$ cat src/rtl/csa_accum_ctrl.sv
// csa_accum_ctrl
// Multi-operand accumulator sequencer built around a single 3:2 carry-save
// compressor slice. Operands are folded into a redundant (sum, carry) pair
// with no carry propagation. One carry-propagate add then resolves the pair,
// and the result is offered on a valid/ready output.
//
// Ports:
//   clk_i        clock, rising-edge active
//   rst_ni       asynchronous active-low reset
//   start_i      job start, sampled only in IDLE
//   num_ops_i    operand count for the job, sampled with start_i
//   op_valid_i   operand valid
//   op_ready_o   operand ready (high only while accumulating)
//   op_data_i    operand value, unsigned, zero-extended
//   res_valid_o  result valid
//   res_ready_i  result accepted
//   res_data_o   resolved sum, modulo 2^ACC_WIDTH
//   busy_o       high in any state except IDLE

module csa_accum_ctrl #(
  parameter int IN_WIDTH  = 16,
  parameter int ACC_WIDTH = 24,
  parameter int MAX_OPS   = 8,
  parameter int CNT_W     = $clog2(MAX_OPS + 1)
) (
  input  logic                 clk_i,
  input  logic                 rst_ni,
  input  logic                 start_i,
  input  logic [CNT_W-1:0]     num_ops_i,
  input  logic                 op_valid_i,
  output logic                 op_ready_o,
  input  logic [IN_WIDTH-1:0]  op_data_i,
  output logic                 res_valid_o,
  input  logic                 res_ready_i,
  output logic [ACC_WIDTH-1:0] res_data_o,
  output logic                 busy_o
);

  typedef enum logic [1:0] {
    IDLE    = 2'd0,
    ACCUM   = 2'd1,
    RESOLVE = 2'd2,
    DONE    = 2'd3
  } state_t;

  localparam logic [CNT_W-1:0] MAX_CNT = CNT_W'(MAX_OPS);

  state_t               state_q;
  logic [ACC_WIDTH-1:0] sum_q;
  logic [ACC_WIDTH-1:0] carry_q;
  logic [ACC_WIDTH-1:0] res_q;
  logic [CNT_W-1:0]     cnt_q;

  logic [ACC_WIDTH-1:0] op_ext;
  logic [ACC_WIDTH-1:0] csa_sum;
  logic [ACC_WIDTH-1:0] csa_carry;
  logic [CNT_W-1:0]     load_cnt;
  logic                 op_hs;

  // Carry-save slice: the majority vector is shifted up one place. Shifting
  // the full-width vector drops the top carry, which gives the modulo wrap.
  always_comb begin
    op_ext    = ACC_WIDTH'(op_data_i);
    csa_sum   = sum_q ^ carry_q ^ op_ext;
    csa_carry = ((sum_q & carry_q) | (sum_q & op_ext) | (carry_q & op_ext)) << 1;
    load_cnt  = (num_ops_i > MAX_CNT) ? MAX_CNT : num_ops_i;
  end

  // The handshake outputs depend on state alone, so ready never waits on valid.
  // They also cannot be high together.
  assign op_ready_o  = (state_q == ACCUM);
  assign res_valid_o = (state_q == DONE);
  assign busy_o      = (state_q != IDLE);
  assign res_data_o  = res_q;
  assign op_hs       = op_valid_i & op_ready_o;

  always_ff @(posedge clk_i or negedge rst_ni) begin
    if (!rst_ni) begin
      state_q <= IDLE;
      sum_q   <= '0;
      carry_q <= '0;
      cnt_q   <= '0;
      res_q   <= '0;
    end else begin
      case (state_q)
        IDLE: begin
          if (start_i) begin
            sum_q   <= '0;
            carry_q <= '0;
            cnt_q   <= load_cnt;
            state_q <= (load_cnt == '0) ? RESOLVE : ACCUM;
          end
        end

        ACCUM: begin
          if (op_hs) begin
            sum_q   <= csa_sum;
            carry_q <= csa_carry;
            cnt_q   <= cnt_q - 1'b1;
            if (cnt_q == CNT_W'(1)) begin
              state_q <= RESOLVE;
            end
          end
        end

        RESOLVE: begin
          res_q   <= sum_q + carry_q;
          state_q <= DONE;
        end

        DONE: begin
          if (res_ready_i) begin
            state_q <= IDLE;
          end
        end

        default: state_q <= IDLE;
      endcase
    end
  end

endmodule

$ cat config.mk
export PLATFORM = sky130hd
export DESIGN_NAME = csa_accum_ctrl
export DESIGN_NICKNAME = d
export VERILOG_FILES = /design/src/rtl/csa_accum_ctrl.sv
export SDC_FILE = /design/constraint.sdc
export NUM_CORES = 1
export LEC_CHECK = 0
export ABC_AREA = 1
export BUFFER_PORTS_ARGS = -buffer_cell sky130_fd_sc_hd__clkbuf_2
export CORE_MARGIN = 8
export CORE_UTILIZATION = 60
export DETAILED_ROUTE_END_ITERATION = 8
export PLACE_DENSITY_LB_ADDON = 0.1
export SETUP_SLACK_MARGIN = 0.3
export SYNTH_ARGS = -nofsm -noshare
export SYNTH_HDL_FRONTEND = slang
export SYNTH_SLANG_ARGS = --single-unit
$ cat constraint.sdc
create_clock -name clk_i -period 2.34 [get_ports clk_i]
set_input_delay 0.234 -clock clk_i [delete_from_list [all_inputs] [get_ports clk_i]]
set_output_delay 0.234 -clock clk_i [all_outputs]
set_load 0.005 [all_outputs]
==> flow_summary_export.csv, run 1 <==
group,metric,value,unit
clock_tree,clock-sinks,77,
setup_path,crit_arrival,2.16,ns
route,ant_nets,0,
layout,fillers,698,
power_and_ir_drop,clock_power_share,0.193,
yosys,synth_top_cell_by_area,"dfrtp_1",
die,dieArea,0.0117,sq mm
die,io_pins,52,
sta,max_freq,524,MHz
layout,num_antenna_cells,0,
layout,stdcell_area,0.00569,sq mm
yosys,syn-cell-area,0.00508,sq mm
clock_tree,htreeDepth,3,
sta,setup_ws,0.432,ns
sta,worst_clock_skew,0.00855,ns
job,drv_cap,0,
route,drt-vias-per-instance,5.33,
clock_tree,clockBufferDepth,2,
yosys,synth_cells,681,
power_and_ir_drop,sequentialPowerShare,0.321,
sta,rsz0062_at_grt,"no",
die,rows,33,
yosys,synth_edf_count,0,
sta,finalHoldViolations,0,
route,routedWlPerCell,14.6,microns
yosys,synth.avg_cell_area,7.46,sq um
die,start_util,0.619,
route,highest_layer,"met4",
grt,track_usage,0.225,
power_and_ir_drop,p_leak,3.10,nW
placed_design,gp_congestion,0.939,
sta,post-route-period-util,0.815,
clock_tree,cts_setup_buffers,0,
grt,grt_pass1_vias,4451,
sta,relSlewSlack,0.355,
layout,fin_cells,840,
yosys,syn_nets,752,
layout,layout.nets,801,
route,wl_met2,5430,microns
layout,final_common_cell,"nand2_1",
setup_path,path_class,"flip-flop to flip-flop",
sta,post-route-min-period,1.91,ns
setup_path,required,2.59,ns
sta,tightest_slew,0.967,ns
clock_tree,cts_made_buffers,9,
power_and_ir_drop,p_comb_frac,0.486,
power_and_ir_drop,p_per_area,1150,mW/mm^2
yosys,yosysTopAreaCellShare,0.379,
layout,syn_to_final_growth,11.9,%
yosys,async_flop_share,1.00,
sta,finalSetupViolations,0,
route,wl,12300,microns
route,drt_pre_antenna_iters,6,
layout,layout_common_cells,"nand2_1 (197), inv_1 (128), dfrtp_1 (77)",
placed_design,hpwl,8980,microns
power_and_ir_drop,internal-power,0.00364,W
yosys,ys_seq_area_frac,0.379,
worst_hold_path,hold_path_class,"input port to asynchronous set/reset pin",
placed_design,post-place-ws,0.417,ns
sta,maxSlewViolCount,0,
yosys,ys.flop_type,"dfrtp_1",
layout,fin_util,0.692,
yosys,ys_ff_latch,77,
clock_tree,cts.clk_slew.worst_paths,0.09,ns
die,die_y,108,microns
run_status,status,"completed",
setup_path,end_kind,"flip-flop",
grt,grt_max_degree,78,
route,wl_met3,823,microns
setup_path,cp_max_fo,4,
route,vias,4476,
yosys,yosys-top-cells-area,"dfrtp_1 (38%), nand2_1 (15%), inv_1 (9.5%)",
route,drt-met1-wl,5820,microns
clock_tree,cts_tree,"yes",
route,drt_iter0_markers,292,
yosys,ys_types,32,
setup_path,worstSetupStartpointType,"flip-flop",
placed_design,dp_cells,824,
clock_tree,clkLatencyLatePin,0.36,ns
clock_tree,root_buffer,"clkbuf_8",
placed_design,dpl_cell_area,0.00543,sq mm
grt,overflow,0,
route,drc_errors,0,
layout,drive_above_1_share,0.116,
yosys,synth_warnings,0,
power_and_ir_drop,vdd_drop_max,1200,uV
die,die_w,108,microns
grt,grt_pass1_wl,21200,microns
power_and_ir_drop,p_sw,0.00289,W
sta,fin_setup_tns,0,ns
placed_design,port_buffers,51,
power_and_ir_drop,switching_share,0.443,
grt,antenna_found_initial,0,
die,design.core.area,0.00822,sq mm
-- synth_stat cells (all sizes together) (7+ instances only) --
library cell  instances
nand2               198
inv                 131
dfrtp                77
nand3                69
o21ai                54
nor2                 32
ha                   30
fa                   16
buf                  15
o22ai                14
a21oi                13
xnor2                 7
-- repair_timing --
action                     CTS  global route
hold buffers                 0             0
setup endpoints to repair    0             7
gates resized for setup      0             3
-- worst paths after layout --
check | slack (ns) | cells past startpoint | startpoint | end
worst max-delay path | 0.43 | 10 | sum_q[5]$_DFFE_PN0P_ | res_data_o[11]$_DFFE_PN0P_
worst min-delay path | 0.03 | 1 | rst_ni | res_data_o[4]$_DFFE_PN0P_
worst max register to register | 0.43 | 10 | sum_q[5]$_DFFE_PN0P_ | res_data_o[11]$_DFFE_PN0P_
max in group asynchronous | 1.70 | 1 | rst_ni | sum_q[15]$_DFFE_PN0P_
worst min register to register | 0.48 | 2 | res_data_o[1]$_DFFE_PN0P_ | res_data_o[1]$_DFFE_PN0P_
min in group clk_i | 0.21 | 3 | num_ops_i[3] | cnt_q[3]$_DFFE_PN0P_
-- power groups by stage --
stage	sequential, W	clock (W)	combinational (W)
floorplan	0.00205	0	0.00225
global placement	0.00208	0	0.00303
detailed placement	0.00212	0	0.00311
CTS	0.00210	0.00127	0.00314
global route	0.00216	0.00133	0.00358
finish	0.00209	0.00126	0.00317
-- critical path, cell delays in order (launching register included) --
cell and delay (ns):
dfrtp_1 0.42, ha_1 0.40, nand2_1 0.13, inv_1 0.08
nand2_1 0.07, nand2_1 0.05, nand2_1 0.07, nand3_1 0.14
or2_2 0.31, nand3_1 0.08, nand2_1 0.05
-- cell type report --
cell class                      instances  area (sq um)  share of cell area
Clock inverter                          6           110              0.0194
Tap cell                              105           131              0.0231
Clock buffer                           10           138              0.0242
Multi-Input combinational cell        455          2580               0.453
Inverter                              131           494              0.0869
Timing Repair Buffer                   56           312              0.0548
Sequential cell                        77          1930               0.339
-- state kept, by name, indices dropped and copies added (netlist names) --
register / flops
cnt_q: 4
carry_q: 23
sum_q: 24
state_q: 2
res_data_o: 24
-- metal layers --
metal,up-vias,track usage
li1,2226,-
met1,2098,0.317
met2,135,0.341
met3,17,0.0512
met4,0,0.0605
met5,-,0
-- kinds of logic after synthesis --
group	Yosys count	share of synthesized area
AND/OR/NAND/NOR	317	0.262
adder cells (fa/ha/maj)	46	0.137
buffers and inverters	149	0.115
flip-flops	77	0.379
XOR/XNOR	9	0.0155
AO/OA/AOI/OAI	83	0.0918
-- per-stage QoR --
step,hold WS (ns),power (W)
after detailed placement,0.453,0.00523
final,0.0278,0.00653
after global routing,0.120,0.00707
after floorplan,-0.0616,0.00430
after CTS,0.0682,0.00651
after global placement,0.449,0.00512
(Power assumes the default switching activity.)
==> run 2, diff against run 1 <==
Clock period 2.34 ns to 1.8 ns, I/O delays scaled along.
==> flow_summary_export.csv, run 2 <==
group,metric,value,unit
yosys,yosys.cell_count.top_type,"nand2_1",
placed_design,hpwl,9740,microns
die,die_y,108,microns
die,die_w,108,microns
clock_tree,root_buffer,"clkbuf_8",
die,rows,33,
die,io_pins,52,
clock_tree,clock-sinks,77,
run_status,haltStage,"5_1_grt",
yosys,synth_cells,681,
run_status,error,"[ERROR DPL-0038] Utilization greater than 100%, impossible to legalize",
yosys,syn-cell-area,0.00508,sq mm
yosys,ys_seq_area_frac,0.379,
sta,worst_endpoint,"res_data_o[18]$_DFFE_PN0P_/D",
placed_design,port_buffers,51,
yosys,synth_common_cells,"nand2_1 (197), inv_1 (128), dfrtp_1 (77)",
yosys,yosysTopAreaCellShare,0.379,
yosys,synth_edf_count,0,
yosys,ys.flop_type,"dfrtp_1",
yosys,synth.avg_cell_area,7.46,sq um
yosys,ys_ff_latch,77,
yosys,async_flop_share,1.00,
clock_tree,clockBufferDepth,2,
die,start_util,0.619,
grt,grt_max_degree,39,
sta,worstEpCategory,"register input",
run_status,status,"aborted with a tool error",
yosys,syn_nets,752,
yosys,yosys-top-cells-area,"dfrtp_1 (38%), nand2_1 (15%), inv_1 (9.5%)",
clock_tree,cts_made_buffers,9,
clock_tree,htreeDepth,3,
yosys,synth_warnings,0,
placed_design,post-place-ws,-0.0155,ns
yosys,ys_types,32,
placed_design,gp_congestion,1.01,
yosys,synth_top_cell_by_area,"dfrtp_1",
## run 2: cell counts after synthesis
No cell type changed its count.
## run 2: through the flow
step | cells | area (sq um)
after floorplan | 681 | 5260
after CTS | 925 | 7460
after detailed placement | 843 | 5750
after global placement | 843 | 5750
## run 2: logic make-up after synthesis
group	count (synthesis)	synth area share
flip-flops	77	0.379
AO/OA/AOI/OAI	83	0.0918
XOR/XNOR	9	0.0155
AND/OR/NAND/NOR	317	0.262
buffers and inverters	149	0.115
adder cells (fa/ha/maj)	46	0.137
## run 2: what timing repair did
action                     CTS
hold buffers                 1
pin swaps                   38
resized for setup          163
gates cloned                12
setup buffers               54
setup endpoints to repair   74
hold endpoints to repair    20
==> run 3, diff against run 2 <==
Settings changed: CORE_UTILIZATION 60 to 40, PLACE_DENSITY_LB_ADDON 0.1 to 0.15, SETUP_SLACK_MARGIN 0.3 to unset.
==> flow_summary_export.csv, run 3 (synthesized netlist as in run 1, its figures left out) <==
group,metric,value,unit
run_status,status,"completed",
die,design.core.area,0.0125,sq mm
grt,grt_pass1_wl,22300,microns
clock_tree,clock-sinks,77,
grt,busiest_layer,"met2",
route,drt_iter0_markers,225,
placed_design,gp_congestion,0.915,
setup_path,crit_top_cell,"nand2_1",
grt,antenna_found_initial,0,
sta,post-route-min-period,1.78,ns
sta,post-route-period-util,0.988,
route,wl,13100,microns
layout,final_common_cell,"nand2_1",
sta,relSlewSlack,0.663,
setup_path,worstSetupStartpointType,"flip-flop",
power_and_ir_drop,p_per_area,1560,mW/mm^2
grt,grt_pass1_vias,4609,
route,routedWlPerCell,13.7,microns
clock_tree,cts_tree,"yes",
sta,max_freq,562,MHz
route,drt_pre_antenna_iters,4,
layout,num_antenna_cells,0,
layout,layout.nets,853,
setup_path,required,2.02,ns
sta,setup_ws,0.0208,ns
die,start_util,0.406,
setup_path,crit_chain,"ha_4 -> nand2_1 -> inv_1 -> nand2_1 -> nor2_2 -> nand3_1 -> nand3_1 -> nand2_1 -> nand3_1 -> nand2_1",
sta,worst_clock_skew,0.00450,ns
layout,layout_common_cells,"nand2_1 (187), inv_1 (127), dfrtp_1 (76)",
sta,finalHoldViolations,0,
grt,grt_max_degree,48,
worst_hold_path,hold_path_class,"input port to flip-flop",
setup_path,crit_arrival,2.00,ns
sta,rsz0062_at_grt,"yes",
layout,syn_to_final_growth,31.2,%
layout,multiInputGateArea,0.00293,sq mm
die,die_w,129,microns
setup_path,cp_slowest_stage_delay,0.41,ns
power_and_ir_drop,p_leak,3.44,nW
sta,finalSetupViolations,0,
route,drc_errors,0,
clock_tree,cts.clk_slew.worst_paths,0.06,ns
grt,overflow,0,
sta,whs,0.172,ns
layout,seq_area,0.00193,sq mm
sta,maxSlewViolCount,0,
layout,fin_util,0.533,
placed_design,hpwl,9760,microns
setup_path,path_class,"flip-flop to flip-flop",
grt,use_met2,0.245,
sta,fin_setup_tns,0,ns
clock_tree,clockBufferDepth,2,
worst_hold_path,hold_depth,3,
setup_path,cp_max_fo,5,
clock_tree,clkLatencyLatePin,0.34,ns
clock_tree,htreeDepth,3,
die,dieArea,0.0166,sq mm
setup_path,end_kind,"flip-flop",
clock_tree,cts_made_buffers,9,
route,drt-vias-per-instance,4.74,
grt,use_met1,0.235,
placed_design,post-place-ws,-0.0435,ns
placed_design,port_buffers,51,
layout,drive_above_1_share,0.243,
grt,grtUsageMet3,0.0294,
clock_tree,root_buffer,"clkbuf_16",
die,io_pins,52,
die,die_y,129,microns
sta,tightest_slew,0.502,ns
layout,fillers,1239,
route,ant_nets,0,
setup_path,r2r_cells,10,
grt,track_usage,0.166,
route,vias,4546,
die,rows,41,
setup_path,cp_slowest_cell,"dfrtp_1",
power_and_ir_drop,vdd_drop_max,597,uV
job,drv_cap,0,
==> run 3: layout make-up <==
class / instances / area share
clock inverter: 3 / 0.0135
inverter: 131 / 0.0741
sequential: 77 / 0.289
timing repair buffer: 108 / 0.111
clock buffer: 13 / 0.0405
multi-input combinational: 455 / 0.440
tap: 172 / 0.0323
==> run 3: worst paths after layout <==
check | slack, ns | end | start
hold / removal | 0.17 | cnt_q[3]$_DFFE_PN0P_ | num_ops_i[3]
max in group asynchronous | 0.86 | carry_q[2]$_DFFE_PN0P_ | rst_ni
min in group asynchronous | 0.35 | res_data_o[5]$_DFFE_PN0P_ | rst_ni
setup reg to reg | 0.02 | res_data_o[20]$_DFFE_PN0P_ | carry_q[10]$_DFFE_PN0P_
setup / recovery | 0.02 | res_data_o[20]$_DFFE_PN0P_ | carry_q[10]$_DFFE_PN0P_
hold reg to reg | 0.47 | res_data_o[2]$_DFFE_PN0P_ | res_data_o[2]$_DFFE_PN0P_
==> run 3: metal layers <==
metal	wire length, microns	share of wire
met1	6730	0.51
met2	5660	0.43
met3	542	0.041
met4	216	0.016
met5	0	0
==> run 3: power by group <==
| part | internal [W] | switching (W) |
|---|---|---|
| registers | 0.00227 | 0.000464 |
| logic | 0.00247 | 0.00301 |
| clock network | 0.00147 | 0.000691 |
| total | 0.00621 | 0.00416 |
==> run 3: timing repair <==
action | 4_1_cts | 5_1_grt
pin swaps | 0 | 7
endpoints found under the setup margin | 10 | 53
hold buffers | 1 | 0
buffers inserted | 0 | 2
hold endpoints to repair | 38 | 0
gates resized for setup | 6 | 63
gates cloned | 0 | 1
==> run 3: critical path: cells and delay by family, from the launching register on <==
kind / cells / cell delay [ns]
adder cells (fa/ha/maj): 1 / 0.32
flip-flops: 1 / 0.41
buffers and inverters: 1 / 0.09
AND/OR/NAND/NOR: 8 / 0.82
==> run 3: metrics by stage <==
step / std cells / area [sq um] / total power (W)
CTS: 956 / 6290 / 0.00977
detailed placement: 939 / 5890 / 0.00746
global placement: 939 / 5890 / 0.00733
global route: 959 / 6670 / 0.0112
finish: 959 / 6670 / 0.0104
floorplan: 681 / 5080 / 0.00559
==> run 4, diff against run 3 <==
Settings changed: CAP_MARGIN set to 20, RECOVER_POWER set to 25.
==> flow_summary_export.csv, run 4 (synthesized netlist as in run 1, its figures left out) <==
group,metric,value,unit
die,die_w,129,microns
sta,worst_clock_skew,0.00437,ns
die,design.core.area,0.0125,sq mm
route,drc_errors,0,
grt,track_usage,0.166,
route,drt_pre_antenna_iters,4,
sta,whs,0.172,ns
setup_path,r2r_slack,0.01,ns
setup_path,worstSetupStartpointType,"flip-flop",
clock_tree,clock-sinks,77,
route,routedWlPerCell,13.7,microns
layout,multiInputGateArea,0.00293,sq mm
grt,grt_pass1_vias,4609,
worst_hold_path,hold_path_end,"cnt_q[3]$_DFFE_PN0P_",
sta,relSlewSlack,0.348,
placed_design,dpl_cell_area,0.00589,sq mm
route,vias,4552,
job,drv_cap,0,
sta,finalSetupViolations,0,
clock_tree,root_buffer,"clkbuf_16",
clock_tree,htreeDepth,3,
grt,grt_pass1_wl,22300,microns
layout,final_common_cell,"nand2_1",
worst_hold_path,hold_start,"num_ops_i[3]",
layout,layout.nets,853,
sta,rsz0062_at_grt,"yes",
die,start_util,0.406,
layout,seq_area,0.00193,sq mm
route,ant_nets,0,
layout,num_antenna_cells,0,
setup_path,crit_arrival,2.01,ns
placed_design,gp_congestion,0.915,
sta,max_freq,560,MHz
setup_path,path_class,"flip-flop to flip-flop",
sta,tightest_slew,0.978,ns
die,dieArea,0.0166,sq mm
layout,fin_cells,959,
power_and_ir_drop,p_per_area,1560,mW/mm^2
grt,antenna_found_initial,0,
route,drt-vias-per-instance,4.75,
die,rows,41,
placed_design,dp_cells,939,
setup_path,required,2.02,ns
grt,grt_max_degree,48,
placed_design,hpwl,9760,microns
clock_tree,cts_made_buffers,9,
sta,finalHoldViolations,0,
layout,stdcell_area,0.00666,sq mm
sta,post-route-min-period,1.79,ns
worst_hold_path,hold_depth,3,
setup_path,r2r_end,"res_data_o[20]$_DFFE_PN0P_",
layout,fillers,1241,
layout,layout_common_cells,"nand2_1 (187), inv_1 (127), dfrtp_1 (76)",
placed_design,port_buffers,51,
setup_path,r2r-start,"carry_q[10]$_DFFE_PN0P_",
die,die_y,129,microns
clock_tree,cts_tree,"yes",
setup_path,cp_max_fo,5,
layout,drive_above_1_share,0.239,
sta,maxSlewViolCount,0,
clock_tree,clkLatencyLatePin,0.34,ns
die,io_pins,52,
power_and_ir_drop,vdd_drop_max,599,uV
sta,post-route-period-util,0.992,
setup_path,r2r_cells,10,
run_status,status,"completed",
setup_path,end_kind,"flip-flop",
route,wl,13200,microns
clock_tree,cts.clk_slew.worst_paths,0.06,ns
clock_tree,clockBufferDepth,2,
route,drt_iter0_markers,227,
power_and_ir_drop,p_leak,3.43,nW
layout,syn_to_final_growth,31.0,%
grt,overflow,0,
worst_hold_path,hold_path_class,"input port to flip-flop",
==> run 4: cell counts in the layout (fill, tap and decap cells not counted) <==
No cell type changed its count.
==> run 4: cell type report <==
type | instances | share of cell area
well taps | 172 | 0.0323
multi-input cells | 455 | 0.440
inverters | 131 | 0.0742
clock buffers | 13 | 0.0406
clock inverters | 3 | 0.0135
flip-flops and latches | 77 | 0.289
repair buffers | 108 | 0.110
==> run 4: per-layer routing <==
| metal | global-route usage | part of all wire |
|---|---|---|
| met4 | 0.0670 | 0.016 |
| met3 | 0.0294 | 0.041 |
| met1 | 0.235 | 0.51 |
| met2 | 0.245 | 0.43 |
| met5 | 0 | 0 |
==> run 4: worst max path at each step <==
stage / from / endpoint / cells after the start
4_1_cts: sum_q[1]$_DFFE_PN0P_ / res_data_o[21]$_DFFE_PN0P_ / 9
6_report: carry_q[10]$_DFFE_PN0P_ / res_data_o[20]$_DFFE_PN0P_ / 10
5_1_grt: carry_q[10]$_DFFE_PN0P_ / res_data_o[20]$_DFFE_PN0P_ / 12
2_1_floorplan: sum_q[1]$_DFFE_PN0P_ / res_data_o[21]$_DFFE_PN0P_ / 9
3_3_place_gp: sum_q[1]$_DFFE_PN0P_ / res_data_o[21]$_DFFE_PN0P_ / 9
3_5_place_dp: sum_q[1]$_DFFE_PN0P_ / res_data_o[21]$_DFFE_PN0P_ / 9
==> run 4: what timing repair did <==
item / in CTS / in global routing
setup buffers: 0 / 2
hold buffers: 1 / 0
cloned: 0 / 1
gates resized for setup: 6 / 63
endpoints found under the hold margin: 38 / 0
pin swaps: 0 / 7
endpoints found under the setup margin: 10 / 53
==> run 4: report_power, final <==
group          internal [W]  total (W)  switching (W)
sequential          0.00227    0.00274       0.000465
clock               0.00147    0.00216       0.000691
combinational       0.00246    0.00547        0.00301
==> run 4: critical path, stage by stage (launching register included) <==
cell     delay (ns)
dfrtp_1        0.41
ha_4           0.32
nand2_1        0.09
inv_1          0.09
nand2_1        0.10
nor2_2         0.15
nand3_1        0.12
nand3_1        0.11
nand2_1        0.06
nand3_1        0.13
nand2_1        0.08
==> run 4: metrics by stage <==
stage	TNS, ns	util	setup slack (ns)	total power (W)
5_1_grt	-0.256	0.532	-0.0904	0.0112
3_5_place_dp	-0.141	0.470	-0.0435	0.00746
3_3_place_gp	0	0.470	0.00704	0.00733
2_1_floorplan	0	-	0.0456	0.00559
6_report	0	0.532	0.0136	0.0104
4_1_cts	0	0.503	0.00648	0.00977
